**config.mk**
```make
export PLATFORM = sky130hd
export DESIGN_NAME = pipelined_ctrl_unit
export DESIGN_NICKNAME = d
export VERILOG_FILES = /design/src/rtl/pipelined_ctrl_unit.sv
export SDC_FILE = /design/constraint.sdc
export NUM_CORES = 1
export LEC_CHECK = 0
export ABC_AREA = 1
export CAP_MARGIN = 20
export CORE_MARGIN = 10
export CORE_UTILIZATION = 44
export CTS_CLUSTER_DIAMETER = 150
export DETAILED_ROUTE_END_ITERATION = 7
export PLACE_DENSITY = 0.83
export SETUP_SLACK_MARGIN = 0.1
export SYNTH_ARGS = -nofsm -noshare
export SYNTH_HDL_FRONTEND = slang
export SYNTH_SLANG_ARGS = --single-unit
```
**constraint.sdc**
```tcl
create_clock -name clk -period 1.6 [get_ports clk]
set_input_delay 0.32 -clock clk [delete_from_list [all_inputs] [get_ports clk]]
set_output_delay 0.32 -clock clk [all_outputs]
set_load 0.005 [all_outputs]
```
**src/rtl/pipelined_ctrl_unit.sv**
```systemverilog
// MIPS32 main control: decodes the ID opcode and carries the control bundle
// through ID/EX, EX/MEM and MEM/WB, with load-use stall and flush bubbles.
module pipelined_ctrl_unit #(
  parameter int EXT_OPS = 1,
  parameter int ALUOP_W = 3,
  parameter int REG_W   = 5
) (
  input  logic               clk,
  input  logic               rst,
  input  logic [5:0]         id_opcode,
  input  logic [REG_W-1:0]   id_rs,
  input  logic [REG_W-1:0]   id_rt,
  input  logic               flush,
  output logic               stall,
  output logic               id_jump,
  output logic               ex_reg_dst,
  output logic               ex_alu_src,
  output logic [ALUOP_W-1:0] ex_alu_op,
  output logic               ex_branch,
  output logic               ex_branch_ne,
  output logic               mem_read,
  output logic               mem_write,
  output logic               wb_reg_write,
  output logic               wb_mem_to_reg
);

  typedef struct packed {
    logic               reg_dst;
    logic               alu_src;
    logic [ALUOP_W-1:0] alu_op;
    logic               branch;
    logic               branch_ne;
    logic               mem_read;
    logic               mem_write;
    logic               reg_write;
    logic               mem_to_reg;
  } ctrl_t;

  localparam logic [ALUOP_W-1:0] ALU_ADD  = ALUOP_W'(3'b000);
  localparam logic [ALUOP_W-1:0] ALU_SUB  = ALUOP_W'(3'b001);
  localparam logic [ALUOP_W-1:0] ALU_FUNC = ALUOP_W'(3'b010);
  localparam logic [ALUOP_W-1:0] ALU_AND  = ALUOP_W'(3'b011);
  localparam logic [ALUOP_W-1:0] ALU_OR   = ALUOP_W'(3'b100);
  localparam logic [ALUOP_W-1:0] ALU_SLT  = ALUOP_W'(3'b101);

  ctrl_t            dec;
  logic             dec_jump;
  logic             uses_rt;
  ctrl_t            id_ex;
  logic [REG_W-1:0] ex_rt;
  logic             ex_mem_read;
  logic             ex_mem_write;
  logic             mem_reg_write;
  logic             mem_mem_to_reg;

  always_comb begin
    dec      = '0;
    dec_jump = 1'b0;
    uses_rt  = 1'b0;
    case (id_opcode)
      6'b000000: begin
        dec.reg_dst   = 1'b1;
        dec.reg_write = 1'b1;
        dec.alu_op    = ALU_FUNC;
        uses_rt       = 1'b1;
      end
      6'b100011: begin
        dec.alu_src    = 1'b1;
        dec.mem_read   = 1'b1;
        dec.mem_to_reg = 1'b1;
        dec.reg_write  = 1'b1;
        dec.alu_op     = ALU_ADD;
      end
      6'b101011: begin
        dec.alu_src   = 1'b1;
        dec.mem_write = 1'b1;
        dec.alu_op    = ALU_ADD;
        uses_rt       = 1'b1;
      end
      6'b000100: begin
        dec.branch = 1'b1;
        dec.alu_op = ALU_SUB;
        uses_rt    = 1'b1;
      end
      6'b000101: if (EXT_OPS != 0) begin
        dec.branch    = 1'b1;
        dec.branch_ne = 1'b1;
        dec.alu_op    = ALU_SUB;
        uses_rt       = 1'b1;
      end
      6'b000010: dec_jump = 1'b1;
      6'b001000: if (EXT_OPS != 0) begin
        dec.alu_src   = 1'b1;
        dec.reg_write = 1'b1;
        dec.alu_op    = ALU_ADD;
      end
      6'b001100: if (EXT_OPS != 0) begin
        dec.alu_src   = 1'b1;
        dec.reg_write = 1'b1;
        dec.alu_op    = ALU_AND;
      end
      6'b001101: if (EXT_OPS != 0) begin
        dec.alu_src   = 1'b1;
        dec.reg_write = 1'b1;
        dec.alu_op    = ALU_OR;
      end
      6'b001010: if (EXT_OPS != 0) begin
        dec.alu_src   = 1'b1;
        dec.reg_write = 1'b1;
        dec.alu_op    = ALU_SLT;
      end
      default: ;
    endcase
  end

  // Load-use: the load in EX writes rt, which ID is about to read.
  assign ex_mem_read = id_ex.mem_read;
  assign stall = ex_mem_read && (ex_rt != '0) &&
                 ((ex_rt == id_rs) || ((ex_rt == id_rt) && uses_rt));
  assign id_jump = dec_jump && !flush;

  always_ff @(posedge clk) begin
    if (rst) begin
      id_ex          <= '0;
      ex_rt          <= '0;
      ex_mem_write   <= 1'b0;
      mem_read       <= 1'b0;
      mem_write      <= 1'b0;
      mem_reg_write  <= 1'b0;
      mem_mem_to_reg <= 1'b0;
      wb_reg_write   <= 1'b0;
      wb_mem_to_reg  <= 1'b0;
    end else begin
      // A killed or stalled ID instruction becomes a bubble in EX.
      if (flush || stall) begin
        id_ex <= '0;
        ex_rt <= '0;
      end else begin
        id_ex <= dec;
        ex_rt <= id_rt;
      end
      ex_mem_write   <= 1'b0;
      mem_read       <= id_ex.mem_read;
      mem_write      <= id_ex.mem_write;
      mem_reg_write  <= id_ex.reg_write;
      mem_mem_to_reg <= id_ex.mem_to_reg;
      wb_reg_write   <= mem_reg_write;
      wb_mem_to_reg  <= mem_mem_to_reg;
    end
  end

  assign ex_reg_dst   = id_ex.reg_dst;
  assign ex_alu_src   = id_ex.alu_src;
  assign ex_alu_op    = id_ex.alu_op;
  assign ex_branch    = id_ex.branch;
  assign ex_branch_ne = id_ex.branch_ne;

endmodule

```
==> flow_metrics.py <==
metrics = {
    "run_status": {
        "outcome": "complete, but fails checks",
        "violations": "setup timing",
    },
    "drt": {
        "via_count": 935,
        "viasPerCell": 4.50,
        "drc": 0,
        "first_pass_iters": 4,
        "drt-wirelength-per-cell_um": 11.7,
        "ant_nets": 0,
        "drt_iter0_markers": 14,
        "wl_um": 2430,
    },
    "clock_network": {
        "cts_buffer_depth": 2,
        "clock_latency_ns": 0.30,
        "htreeDepth": 1,
        "cts.clk_slew.worst_paths_ns": 0.11,
        "holdBufCountCts": 0,
        "cts_tree": "yes",
        "numCtsBuffers": 3,
        "clock_sinks": 20,
        "clockRootBuffer": "clkbuf_4",
    },
    "floorplanning": {
        "rows": 16,
        "dieArea_mm2": 0.00441,
        "die_w_um": 66.4,
        "die_h_um": 66.4,
        "start_util_pct": 47.4,
        "core_mm2": 0.00200,
        "ios": 32,
    },
    "power": {
        "p_int_uw": 843,
        "power.switching_uw": 237,
        "power_frac_seq_pct": 47.4,
        "netSwitchingFraction_pct": 21.9,
        "power_mw": 1.08,
        "powerDensity_mw_per_mm2": 745,
        "cellLeakagePower_nw": 0.727,
        "p_comb_share_pct": 15.0,
        "peakVddDrop_mv": 0.482,
        "clockPowerShare_pct": 37.6,
    },
    "synth": {
        "syn-mean-instance-area_um2": 7.35,
        "yosys.area.top_type": "dfxtp_1",
        "yosysSeqAreaShare_pct": 42.2,
        "syn-num-nets": 148,
        "ys_warn_count": 0,
        "synth_top_area_share_pct": 42.2,
        "ys_ff_latch": 20,
        "synth_area_um2": 948,
        "synthCells": 129,
        "ys_types": 23,
        "ys_top_cells_by_area": "dfxtp_1 42%, nor2_1 9.9%, inv_1 8.3%",
    },
    "timing": {
        "timing.hold.ws_ns": 0.389,
        "hold_violations": 0,
        "tightestPinTransition_ns": 0.199,
        "post-route-period-util_pct": 105,
        "setup_slack_ns": -0.0721,
        "drv_slew": 0,
        "period_needed_ns": 1.67,
        "fin_skew_ns": 0.00110,
        "slew_headroom_pct": 86.6,
        "max_freq_ghz": 0.598,
        "final-setup-viol-count": 1,
        "rsz0062_at_grt": "true",
    },
    "grt": {
        "antenna_found_initial": 0,
        "grt-ovfl-total": 0,
        "track_usage_pct": 11.4,
        "grt_max_degree": 16,
        "grt_first_pass_wirelength_um": 3880,
        "grt_pass1_vias": 921,
    },
    "layout": {
        "finalNetCount": 201,
        "regMostFlops": "ex_rt",
        "drive_gt1_share_pct": 31.5,
        "largest_register_ffs": 5,
        "seq_area_um2": 407,
        "final_util_pct": 72.4,
        "multi_input_area_um2": 424,
        "area_growth_pct": 52.9,
        "fillers": 156,
        "diodes": 0,
    },
    "critical_path": {
        "crit_fanout": 2,
        "path_class": "in -> out",
        "required_ns": 1.28,
        "worstPathArrival_ns": 1.35,
        "worst_setup_path_end_kind": "output pin",
        "cp-start-kind": "input port",
    },
    "place": {
        "place_hpwl_um": 1880,
        "portBuffers": 31,
        "gp_congestion": 0.924,
    },
    "worst_hold_path": {
        "hp-class": "in -> reg",
    },
    "flow_run": {
        "maxCapViolations": 0,
    },
}
synth_stat cells:
cell	count
a21oi_1	1
a31oi_1	1
buf_12	1
buf_4	3
dfxtp_1	20
inv_1	21
inv_2	3
nand2_1	19
nand2_2	1
nand2_4	1
nand3_1	9
nand3_2	1
nand3b_1	1
nand4_1	1
nor2_1	25
nor2_2	8
nor2_4	2
nor3_1	2
o21ai_0	1
o22ai_1	1
or2_0	1
xnor2_1	4
xor2_1	2
kinds of logic after synthesis:
kind of cell | count (synthesis) | synth area share, %
and+or+nand+nor | 71 | 35.9
buffers and inverters | 28 | 14.0
DFF | 20 | 42.2
xor gates and xnor gates | 6 | 5.54
AOI/OAI and AO/OA | 4 | 2.37
layer usage:
| metal | vias up | GRT usage, % | wire length, µm |
|---|---|---|---|
| met5 | - | 0 | 0 |
| met1 | 413 | 10.5 | 958 |
| li1 | 488 | - | - |
| met4 | 0 | 8.90 | 80 |
| met3 | 6 | 2.71 | 138 |
| met2 | 28 | 20.7 | 1250 |
worst paths after layout:
| path | from | endpoint | slack (ns) | cells past startpoint |
|---|---|---|---|---|
| max | id_rs[3] | stall | -0.07 | 8 |
| min | id_rt[2] | ex_rt[2] | 0.39 | 3 |
| max reg2reg | ex_rt[1] | ex_reg_dst | 0.23 | 8 |
| min reg2reg | id_ex[1] | mem_reg_write | 0.41 | 2 |
critical path, cell delays in order:
cell	delay [ns]
clkdlybuf4s50_1	0.48
xor2_1	0.15
nor2_1	0.07
nand3_1	0.08
nand2_1	0.06
nand2_2	0.06
inv_2	0.04
buf_6	0.10
what timing repair did:
item                                    CTS  global route
endpoints found under the setup margin   17             5
pin swaps                                 8             3
gates resized for setup                  31            14
endpoints found under the hold margin     0             0
setup buffers                             3             0
layout by cell type (no fill, tap or decap), types with 3 or more instances in the layout:
| cell type | count |
|---|---|
| dlygate4sd2_1 | 10 |
| dlymetal6s2s_1 | 3 |
| nand3_1 | 9 |
| xnor2_1 | 4 |
| buf_4 | 20 |
| dfxtp_2 | 5 |
| clkdlybuf4s50_1 | 12 |
| nand2_1 | 19 |
| nor2_1 | 23 |
| clkbuf_2 | 4 |
| inv_2 | 5 |
| nor2_2 | 10 |
| clkbuf_4 | 3 |
| dfxtp_1 | 15 |
| inv_1 | 19 |
power groups by stage:
stage / Combinational [mW] / Sequential, mW / Clock (mW)
floorplan: 0.0708 / 0.522 / 0
global placement: 0.161 / 0.522 / 0
detailed placement: 0.166 / 0.523 / 0
CTS: 0.162 / 0.512 / 0.416
global route: 0.178 / 0.513 / 0.438
finish: 0.162 / 0.512 / 0.406
area by class of cell:
cell class              instances  area share, %
flip-flops and latches         20           28.0
clock buffers                   3           1.55
multi-input cells              81           29.2
clock inverters                 1           2.07
well taps                      27           2.33
inverters                      24           6.21
repair buffers                 52           30.5
metrics by stage:
| stage | instances | instance area [µm²] | setup slack [ns] | setup TNS [ns] |
|---|---|---|---|---|
| detailed placement | 201 | 1390 | -0.704 | -6.05 |
| global route | 208 | 1450 | -0.138 | -0.138 |
| finish | 208 | 1450 | -0.0721 | -0.0721 |
| global placement | 201 | 1390 | -0.665 | -5.39 |
| floorplan | 129 | 948 | 0.367 | 0 |
| CTS | 208 | 1450 | -0.0798 | -0.0798 |
Power figures use the tool's default switching activity.
